### src/rtl/llc_cmd_issuer.sv
// Trace command feeder for the LLC stage: buffers op/addr commands in a FIFO and
// issues one per cycle, stretching a command by one cycle when the LLC holds.
//
// state  | meaning
// S_IDLE | nothing presented, llc_op carries the idle code 8
// S_ISSUE| a freshly popped command is on llc_op/llc_addr
// S_HOLD | the same command re-presented for its one extra cycle
module llc_cmd_issuer #(
    parameter int DEPTH  = 8,
    parameter int ADDR_W = 32,
    parameter int CNT_W  = 32
) (
    input  logic              clk,
    input  logic              rst,
    input  logic              cmd_valid,
    output logic              cmd_ready,
    input  logic [3:0]        cmd_op,
    input  logic [ADDR_W-1:0] cmd_addr,
    output logic [3:0]        llc_op,
    output logic [ADDR_W-1:0] llc_addr,
    input  logic              llc_hold,
    output logic              idle,
    output logic [CNT_W-1:0]  issued_cnt,
    output logic [CNT_W-1:0]  drop_cnt
);
    localparam int AW = $clog2(DEPTH);
    localparam int PW = AW + 1;
    localparam logic [3:0]       OP_IDLE = 4'd8;
    localparam logic [PW-1:0]    PTR_ONE = 1;
    localparam logic [CNT_W-1:0] CNT_ONE = 1;

    typedef enum logic [1:0] {
        S_IDLE  = 2'd0,
        S_ISSUE = 2'd1,
        S_HOLD  = 2'd2
    } state_t;

    state_t r_state;
    state_t w_state_nxt;

    logic [3:0]        r_mem_op   [DEPTH];
    logic [ADDR_W-1:0] r_mem_addr [DEPTH];
    logic [PW-1:0]     r_wr_ptr;
    logic [PW-1:0]     r_rd_ptr;
    logic [3:0]        r_llc_op;
    logic [ADDR_W-1:0] r_llc_addr;
    logic [CNT_W-1:0]  r_issued_cnt;
    logic [CNT_W-1:0]  r_drop_cnt;

    logic w_empty;
    logic w_full;
    logic w_legal;
    logic w_xfer;
    logic w_push;
    logic w_drop;
    logic w_pop;
    logic w_go_idle;

    assign w_empty = (r_wr_ptr == r_rd_ptr);
    assign w_full  = (r_wr_ptr[AW-1:0] == r_rd_ptr[AW-1:0]) &&
                     (r_wr_ptr[AW] != r_rd_ptr[AW]);
    assign w_legal = (cmd_op <= 4'd6) || (cmd_op == 4'd9);

    // Ready comes only from registered pointers, so a pop in the same cycle
    // does not open a slot until the next cycle.
    assign cmd_ready = !w_full;
    assign w_xfer    = cmd_valid && cmd_ready;
    assign w_push    = w_xfer && w_legal;
    assign w_drop    = w_xfer && !w_legal;

    always_comb begin
        w_state_nxt = r_state;
        w_pop       = 1'b0;
        w_go_idle   = 1'b0;
        case (r_state)
            S_IDLE: begin
                if (!w_empty) begin
                    w_pop       = 1'b1;
                    w_state_nxt = S_ISSUE;
                end
            end
            S_ISSUE: begin
                if (llc_hold) begin
                    w_state_nxt = S_HOLD;
                end else if (!w_empty) begin
                    w_pop       = 1'b1;
                    w_state_nxt = S_ISSUE;
                end else begin
                    w_go_idle   = 1'b1;
                    w_state_nxt = S_IDLE;
                end
            end
            S_HOLD: begin
                // hold is ignored here so a command is never stretched twice
                if (!w_empty) begin
                    w_pop       = 1'b1;
                    w_state_nxt = S_ISSUE;
                end else begin
                    w_go_idle   = 1'b1;
                    w_state_nxt = S_IDLE;
                end
            end
            default: begin
                w_go_idle   = 1'b1;
                w_state_nxt = S_IDLE;
            end
        endcase
    end

    always_ff @(posedge clk) begin
        if (rst) begin
            r_state <= S_IDLE;
        end else begin
            r_state <= w_state_nxt;
        end
    end

    always_ff @(posedge clk) begin
        if (w_push) begin
            r_mem_op[r_wr_ptr[AW-1:0]]   <= cmd_op;
            r_mem_addr[r_wr_ptr[AW-1:0]] <= cmd_addr;
        end
    end

    always_ff @(posedge clk) begin
        if (rst) begin
            r_wr_ptr <= '0;
            r_rd_ptr <= '0;
        end else begin
            if (w_push) begin
                r_wr_ptr <= r_wr_ptr + PTR_ONE;
            end
            if (w_pop) begin
                r_rd_ptr <= r_rd_ptr + PTR_ONE;
            end
        end
    end

    always_ff @(posedge clk) begin
        if (rst) begin
            r_llc_op   <= OP_IDLE;
            r_llc_addr <= '0;
        end else if (w_pop) begin
            r_llc_op   <= r_mem_op[r_rd_ptr[AW-1:0]];
            r_llc_addr <= r_mem_addr[r_rd_ptr[AW-1:0]];
        end else if (w_go_idle) begin
            r_llc_op <= OP_IDLE;
        end
    end

    always_ff @(posedge clk) begin
        if (rst) begin
            r_issued_cnt <= '0;
            r_drop_cnt   <= '0;
        end else begin
            if (w_pop && (r_issued_cnt != '1)) begin
                r_issued_cnt <= r_issued_cnt + CNT_ONE;
            end
            if (w_drop && (r_drop_cnt != '1)) begin
                r_drop_cnt <= r_drop_cnt + CNT_ONE;
            end
        end
    end

    assign llc_op     = r_llc_op;
    assign llc_addr   = r_llc_addr;
    assign issued_cnt = r_issued_cnt;
    assign drop_cnt   = r_drop_cnt;
    assign idle       = (r_state == S_IDLE) && w_empty;

endmodule

### config.mk
export PLATFORM = sky130hd
export DESIGN_NAME = llc_cmd_issuer
export DESIGN_NICKNAME = d
export VERILOG_FILES = /design/src/rtl/llc_cmd_issuer.sv
export SDC_FILE = /design/constraint.sdc
export NUM_CORES = 1
export LEC_CHECK = 0
export BUFFER_PORTS_ARGS = -buffer_cell sky130_fd_sc_hd__buf_2
export CAP_MARGIN = 20
export CORE_ASPECT_RATIO = 0.5
export CORE_MARGIN = 5
export CORE_UTILIZATION = 50
export DETAILED_ROUTE_END_ITERATION = 8
export GPL_ROUTABILITY_DRIVEN = 0
export PLACE_DENSITY = 0.69
export SKIP_LAST_GASP = 1
export SLEW_MARGIN = 0
export SYNTH_ARGS = -nofsm -noshare
export SYNTH_HDL_FRONTEND = slang
export SYNTH_SLANG_ARGS = --single-unit
### constraint.sdc
create_clock -name clk -period 7.5 [get_ports clk]
set_input_delay 1.125 -clock clk [delete_from_list [all_inputs] [get_ports clk]]
set_output_delay 1.125 -clock clk [all_outputs]
set_load 0.005 [all_outputs]
# --- Yosys cells after proc, flatten, opt, wreduce, memory -nomap -nowiden ---
# Memories as Yosys holds them, arrays and structs flattened. A register that Yosys moved wholly into a read port is not among the register bits.
# Index checks and enable logic that the tools add are counted.
word_totals:
  output_inout_bits: 102
  word_cells: 51
  memories: 2
  ram_bits: 288
  reg_bits: 78
classes:
  order_cmp: 1
  n_mux: 16
  reduce_logical: 13
  addsub: 4
  eq_ne: 9
memory_table:
  columns: ["memory", "words", "word_bits", "rd", "rd_ports_with_merged_regs", "write_ports", "line_no", "rtl"]
  rows:
  - ["r_mem_addr", 8, 32, 1, 1, 1, "42", "logic [ADDR_W-1:0] r_mem_addr [DEPTH];"]
  - ["r_mem_op", 8, 4, 1, 1, 1, "41", "logic [3:0] r_mem_op [DEPTH];"]
ops:
  columns: ["op", "count"]
  rows:
  - ["$add A32 B1 Y32 const B", 2]
  - ["$ne A32 B32 Y1 const B", 2]
  - ["$add A4 B1 Y4 const B", 2]
  - ["$mux W4", 2]
  - ["$logic_and A1 B1 Y1", 7]
  - ["$mux W1", 7]
  - ["$mux W3", 2]
  - ["$pmux W2 S3", 1]
  - ["$eq A4 B4 Y1", 1]
  - ["$eq A4 B4 Y1 const B", 1]
  - ["$le A4 B3 Y1 const B", 1]
  - ["$mux W2", 2]
  - ["$eq A3 B3 Y1", 1]
  - ["$pmux W1 S3", 1]
  - ["$eq A2 B1 Y1 const B", 1]
  - ["$eq A2 B2 Y1 const B", 1]
  - ["$logic_not A1 Y1", 2]
  - ["$logic_not A2 Y1", 1]
  - ["$ne A2 B2 Y1 const B", 1]
  - ["$pmux W1 S2", 1]
  - ["$reduce_bool A2 Y1", 1]
  - ["$reduce_or A2 Y1", 1]
  - ["$logic_or A1 B1 Y1", 1]
  - ["$ne A1 B1 Y1", 1]

# --- Logic depth before layout (Yosys ltp) ---
# Gate-level depths: netlist of the first run.
logic_depth:
  depth_word: 7
  mapped_depth: 8
  ltp_nobuf: 6

# --- Worst setup path before layout of the first run ---
# OpenSTA, ideal clock, no wires.
synth_path:
  kind: "input to register"
  from: "input cmd_op[2]"
  to: "memory r_mem_addr[1][0], enable pin"
  required_time_ns: 6.968
  setup_ns: 0.532
  setup_slack_ns: 1.348
  arrival_ns: 5.620
  stages: 4
  n_path_buf: 0
  cell_sequence: "a21o_1 a22oi_1 nand2_1 nor4b_1"
synth_between:
  elab_chain_cells: 5
synth_rtl:
  columns: ["item", "line_no", "rtl"]
  rows:
  - ["from (decl)", "17", "input logic [3:0] cmd_op,"]
  - ["$le A4 B3 Y1 or $eq A4 B4 Y1 (tied branches)", "62", "assign w_legal = (cmd_op <= 4'd6) || (cmd_op == 4'd9);"]
  - ["$logic_or A1 B1 Y1 (*)", "62", null]
  - ["$logic_and A1 B1 Y1 (*)", "68", "assign w_push = w_xfer && w_legal;"]
  - ["$mux W1 (*)", "119", "if (w_push) begin"]
  - ["$mux W1 (not written as such) (*)", "121", "r_mem_addr[r_wr_ptr[AW-1:0]] <= cmd_addr;"]
  - ["to (decl)", "42", null]
# Mark *: on every way between the ends. The rest lies on a longest branch, timed or not.

# --- Worst setup path after layout of the first run ---
layout_path:
  from: "register r_rd_ptr[2]"
  to: "output idle"
layout_between:
  elab_chain_cells: 2
layout_rtl:
  columns: ["item", "line_no", "rtl"]
  rows:
  - ["from (decl)", "44", "logic [PW-1:0] r_rd_ptr;"]
  - ["from (signal assigned)", "134", "r_rd_ptr <= r_rd_ptr + PTR_ONE;"]
  - ["$eq A4 B4 Y1", "59", "assign w_empty = (r_wr_ptr == r_rd_ptr);"]
  - ["$logic_and A1 B1 Y1", "169", "assign idle = (r_state == S_IDLE) && w_empty;"]
  - ["to (decl)", "22", "output logic idle,"]
# No other way between the ends.

==> metrics.yaml, run 1 <==
synth:
  yosysTopAreaCellShare: 0.545
  yosysMostFrequentCell: "edfxtp_1"
  netlist_area_um2: 15900
  yosysWarnings: 0
  ys.flop_type: "edfxtp_1"
  synth-edff-count: 288
  ys_ff_latch: 401
  netlist.top_cell.by_area: "edfxtp_1"
  synthArstFlopShare: 0
  synth.net_count: 1059
  ys_types: 55
  syn_inst: 1015
  synth_seq_area_share: 0.687
  syn_area_per_cell_um2: 15.6
  synth_commonest_cells: "edfxtp_1, dfxtp_1, mux4_2, nor2_1"
  netlist_top_cells_area: "edfxtp_1, dfxtp_1, mux4_2"
finish:
  diodes: 0
  nets: 1196
  drive_above_1_share: 0.272
  fill_cells: 2388
  syn2layout_area_growth_pct: 15.9
  stdcell_area_um2: 18400
clock_network:
  cts_max_level: 2
  cts_num_sinks: 401
  ctsResizeCount: 0
  cts_tree: "yes"
  ctsHoldBuffers: 0
  cts_root_buf: "clkbuf_16"
  cts_inserted_buffers: 37
  cts_setup_buffers: 0
  clk_latency_ps: 540
  clockBufferDepth: 3
  clk_pin_slew_ps: 60
route:
  ant_nets: 0
  drt_wl_total_mm: 33.7
  drtIter0Drc: 699
  route.detailed.drc: 0
  vias: 9362
  routedWlPerCell_um: 20.9
  firstDrtPassIters: 7
  vias_per_cell: 5.81
global_routing:
  antenna_found_initial: 2
  track_usage: 0.188
  grt_max_degree: 75
  first_global_vias: 9266
  grt_overflow: 0
  grt_first_pass_wirelength_mm: 52.1
placed_design:
  place_area_um2: 17100
  io_buffers: 141
  hpwl_mm: 19.6
critical_path:
  critical_path_arrival_ps: 2320
  critPathCaptureType: "output pin"
  crit_type: "reg -> out"
  rrSetupSlack_ps: 4270
  worstPathRequired_ps: 6380
  critPathMaxStageDelay_ps: 730
  cp_slowest_cell: "buf_4"
  crit_fanout: 59
  worstPathCellList: "buf_4, xnor2_1, nand4_1, nor3_1, buf_2"
  start_kind: "flip-flop"
  path_buf_inv: 2
  critPathTopFamily: "buffers and inverters"
timing:
  slew_headroom: 0.220
  fmax_mhz: 291
  rsz0062_at_grt: "false"
  fin_crit_sh: 0.459
  min_period_ps: 3440
  setup_tns_ps: 0
  setup_violations: 0
  hold_violations: 0
  tightest_slew_ps: 1160
  skew_ps: 24.3
  slew_viol_final: 0
floorplanning:
  rows: 46
  dieArea_um2: 35600
  initial_core_util: 0.504
  die_w_um: 262
  ioPinCount: 142
  fp.dieH_um: 136
  placeableCoreArea_um2: 31500
pwr:
  p_switching_mw: 1.37
  p_int_mw: 4.13
  seq_power_share: 0.475
  peakVddDrop_uv: 182
  powerDensity_nw_per_um2: 299
  power_frac_comb: 0.151
  p_sw_frac: 0.249
  pwr-share-clk: 0.374
  power.leakage_nw: 6.08
  total_power_mw: 5.49
run_status:
  status: "completed"
job:
  cap_violations: 0
hold_path:
  hold_path.class: "reg -> reg"
power groups by stage:
| stage | clock [mW] | sequential [mW] | combinational (mW) |
|---|---|---|---|
| finish | 2.05 | 2.61 | 0.831 |
| floorplan | 0 | 2.61 | 0.600 |
| detailed placement | 0 | 2.66 | 0.838 |
| global placement | 0 | 2.65 | 0.818 |
| global route | 2.19 | 2.63 | 0.912 |
| CTS | 2.10 | 2.62 | 0.845 |
per-stage QoR:
step / instances / hold WS [ps] / utilization / setup slack, ps
final: 1612 / 475 / 0.584 / 4060
after global routing: 1612 / 494 / 0.584 / 3870
after CTS: 1612 / 475 / 0.584 / 3990
after detailed placement: 1545 / 457 / 0.542 / 3950
after global placement: 1545 / 447 / 0.542 / 4050
after floorplan: 1015 / 440 / - / 1350
area by class of cell:
class / count / area, µm² / share of cell area
clock inverter: 25 / 374 / 0.0203
inverter: 9 / 33.8 / 0.00184
multi-input combinational: 546 / 4750 / 0.258
clock buffer: 42 / 955 / 0.0519
sequential: 401 / 10900 / 0.593
tap: 432 / 541 / 0.0294
timing repair buffer: 157 / 828 / 0.0450
cell usage in the layout, fill, tap and decap left out, types with 13 or more instances in the layout:
cell type / synthesis / final
a211oi_1: 33 / 33
a21oi_1: 42 / 42
buf_2: 13 / 140
buf_4: 0 / 17
clkbuf_16: 0 / 37
dfxtp_1: 113 / 110
edfxtp_1: 288 / 288
mux2i_1: 39 / 39
mux4_2: 72 / 72
nand2_1: 27 / 27
nand3_1: 25 / 25
nand4_1: 19 / 19
nor2_1: 68 / 68
o21ai_0: 32 / 32
o31ai_1: 13 / 13
or3_1: 27 / 27
xnor2_1: 14 / 14
routing by layer:
layer  GRT usage  wire length (µm)  up-vias
met2       0.318             16600      243
met1       0.259             14800     4746
met4      0.0441               558        4
met3      0.0347              1770       51
met5           0                21        -
li1            -                 -     4318
cell families after synthesis:
kind of cell,share of synthesized area
buffers and inverters,0.0171
AOI/OAI and AO/OA,0.0608
DFF,0.687
adders and majority gates,0.00315
muxes,0.134
and+or+nand+nor,0.0855
xor gates and xnor gates,0.0127
worst reg2reg max path, cell delays in order (launching register included):
cell and delay, ps:
dfxtp_4 720, xor2_1 370, o41a_2 210, buf_4 680
nand4_1 440, or4_1 590, a21oi_1 160
state kept, by name (all words and copies together) (netlist names), named ones only:
name,flops
llc_addr,32
issued_cnt,32
llc_op,4
drop_cnt,32
r_state,2
r_wr_ptr,4
r_rd_ptr,4
r_mem_op,32
r_mem_addr,256
final timing paths:
kind                     from  cells after the start             end
setup / recovery  r_rd_ptr[2]                      5            idle
hold / removal      llc_op[0]                      1       llc_op[0]
setup reg to reg  r_rd_ptr[0]                      6  issued_cnt[22]
hold reg to reg     llc_op[0]                      1       llc_op[0]
(Power assumes the default switching activity.)
==> run 2, diff against run 1 <==
- PLACE_DENSITY: 0.69 -> 0.72
- clock period: 7.5 -> 3.1 ns (I/O delays scaled with it)
==> run 2 against run 1 <==
Flip-flop and latch count is the same. Wire length is 1.5% higher. Clock power grew 110%. Critical path type is now reg -> reg.
==> metrics.yaml, run 2 (synthesized netlist as in run 1, its figures left out) <==
run_status:
  status: "completed"
timing:
  min_period_ps: 2780
  fin_crit_sh: 0.896
  skew_ps: 18.3
  whs_ps: 193
  setup_violations: 0
  slew_viol_final: 0
  slew_headroom: 0.293
  hold_violations: 0
  tightest_slew_ps: 1050
  rsz0062_at_grt: "false"
  fmax_mhz: 360
  setup_tns_ps: 0
critical_path:
  rr_worst_depth: 6
  worstPathCellList: "ha_1, nand4_1, or4b_4, or3_1, or4_1, a21oi_1"
  critPathMaxStageDelay_ps: 610
  cp_slowest_cell: "or4b_4"
  start_kind: "flip-flop"
  crit_end: "drop_cnt[30]"
  crit_fanout: 15
  r2r-start: "drop_cnt[0]"
  rrSetupSlack_ps: 320
  critical_path_arrival_ps: 3220
  reg2reg_to: "drop_cnt[30]"
  cp-startpoint: "drop_cnt[0]"
  crit_type: "reg -> reg"
  critPathCaptureType: "flip-flop"
  worstPathRequired_ps: 3550
finish:
  final_cell_count_no_fill: 1623
  syn2layout_area_growth_pct: 16.3
  nets: 1206
  final_common_cell: "edfxtp_1"
  seq_area_um2: 10900
  largest_reg_flops: 256
  fin_util: 0.587
  fill_cells: 2375
  multi_input_area_um2: 4810
  drive_above_1_share: 0.276
  final_cell_mix: "edfxtp_1, buf_2, dfxtp_1"
floorplanning:
  ioPinCount: 142
  rows: 46
  dieArea_um2: 35600
  die_w_um: 262
  fp.dieH_um: 136
  initial_core_util: 0.504
  placeableCoreArea_um2: 31500
pwr:
  peakVddDrop_uv: 402
  powerDensity_nw_per_um2: 690
  total_power_mw: 12.7
  power.leakage_nw: 6.08
global_routing:
  grt_max_degree: 88
  first_global_vias: 9497
  grt_first_pass_wirelength_mm: 53.4
  antenna_found_initial: 0
  grt_overflow: 0
  track_usage: 0.191
clock_network:
  cts_inserted_buffers: 37
  clk_latency_ps: 540
  cts_setup_buffers: 0
  cts_num_sinks: 401
  ctsHoldBuffers: 0
  clockBufferDepth: 3
  cts_tree: "yes"
  cts_root_buf: "clkbuf_16"
  ctsResizeCount: 0
  clk_pin_slew_ps: 60
  cts_max_level: 2
route:
  vias: 9479
  drtIter0Drc: 757
  firstDrtPassIters: 5
  drt_wl_total_mm: 34.2
  ant_nets: 0
  routedWlPerCell_um: 21.1
  vias_per_cell: 5.84
  route.detailed.drc: 0
job:
  cap_violations: 0
placed_design:
  hpwl_mm: 20.1
  io_buffers: 141
  dp.cells: 1555
hold_path:
  hold_path.class: "in -> reg"
[run 2: per-layer routing]
layer,track usage,part of all wire,vias to the layer above
met5,0,0,-
met4,0.0389,0.013,0
met3,0.0360,0.056,37
met2,0.325,0.51,252
met1,0.264,0.43,4858
li1,-,-,4332
[run 2: worst min path at each step]
| stage | to | startpoint | cells past startpoint | slack, ps |
|---|---|---|---|---|
| floorplan | r_state[1] | r_state[1] | 1 | 440 |
| global placement | llc_op[0] | llc_op[0] | 1 | 450 |
| detailed placement | llc_op[0] | llc_op[0] | 1 | 450 |
| CTS | r_mem_addr[6][30] | cmd_addr[30] | 1 | 170 |
| global route | r_mem_addr[2][1] | cmd_addr[1] | 1 | 190 |
| finish | r_mem_addr[2][1] | cmd_addr[1] | 1 | 190 |
[run 2: power breakdown]
group | internal, mW | leakage [nW] | switching [mW]
Sequential | 6.04 | 3.52 | 0.212
Combinational | 0.975 | 2.00 | 1.16
Clock | 2.40 | 0.565 | 1.96
Total | 9.41 | 6.08 | 3.33
[run 2: per-stage QoR]
step / area (µm²) / setup WS, ps
finish: 18500 / 323
global route: 18500 / 164
CTS: 18500 / 277
global placement: 17300 / 445
detailed placement: 17300 / 361
floorplan: 15900 / -709
[run 2: critical path: cells and delay by family (launching register included)]
family	cells	cell delay, ps
and+or+nand+nor	4	1930
AOI/OAI and AO/OA	1	140
adders and majority gates	1	220
DFF	1	410
[run 2: area by class of cell]
| type | count | share of cell area |
|---|---|---|
| Tap cell | 432 | 0.0293 |
| Sequential cell | 401 | 0.591 |
| Clock buffer | 50 | 0.0566 |
| Antenna cell | 1 | 0.000135 |
| Timing Repair Buffer | 167 | 0.0543 |
| Clock inverter | 17 | 0.00616 |
| Inverter | 9 | 0.00183 |
| Multi-Input combinational cell | 546 | 0.261 |
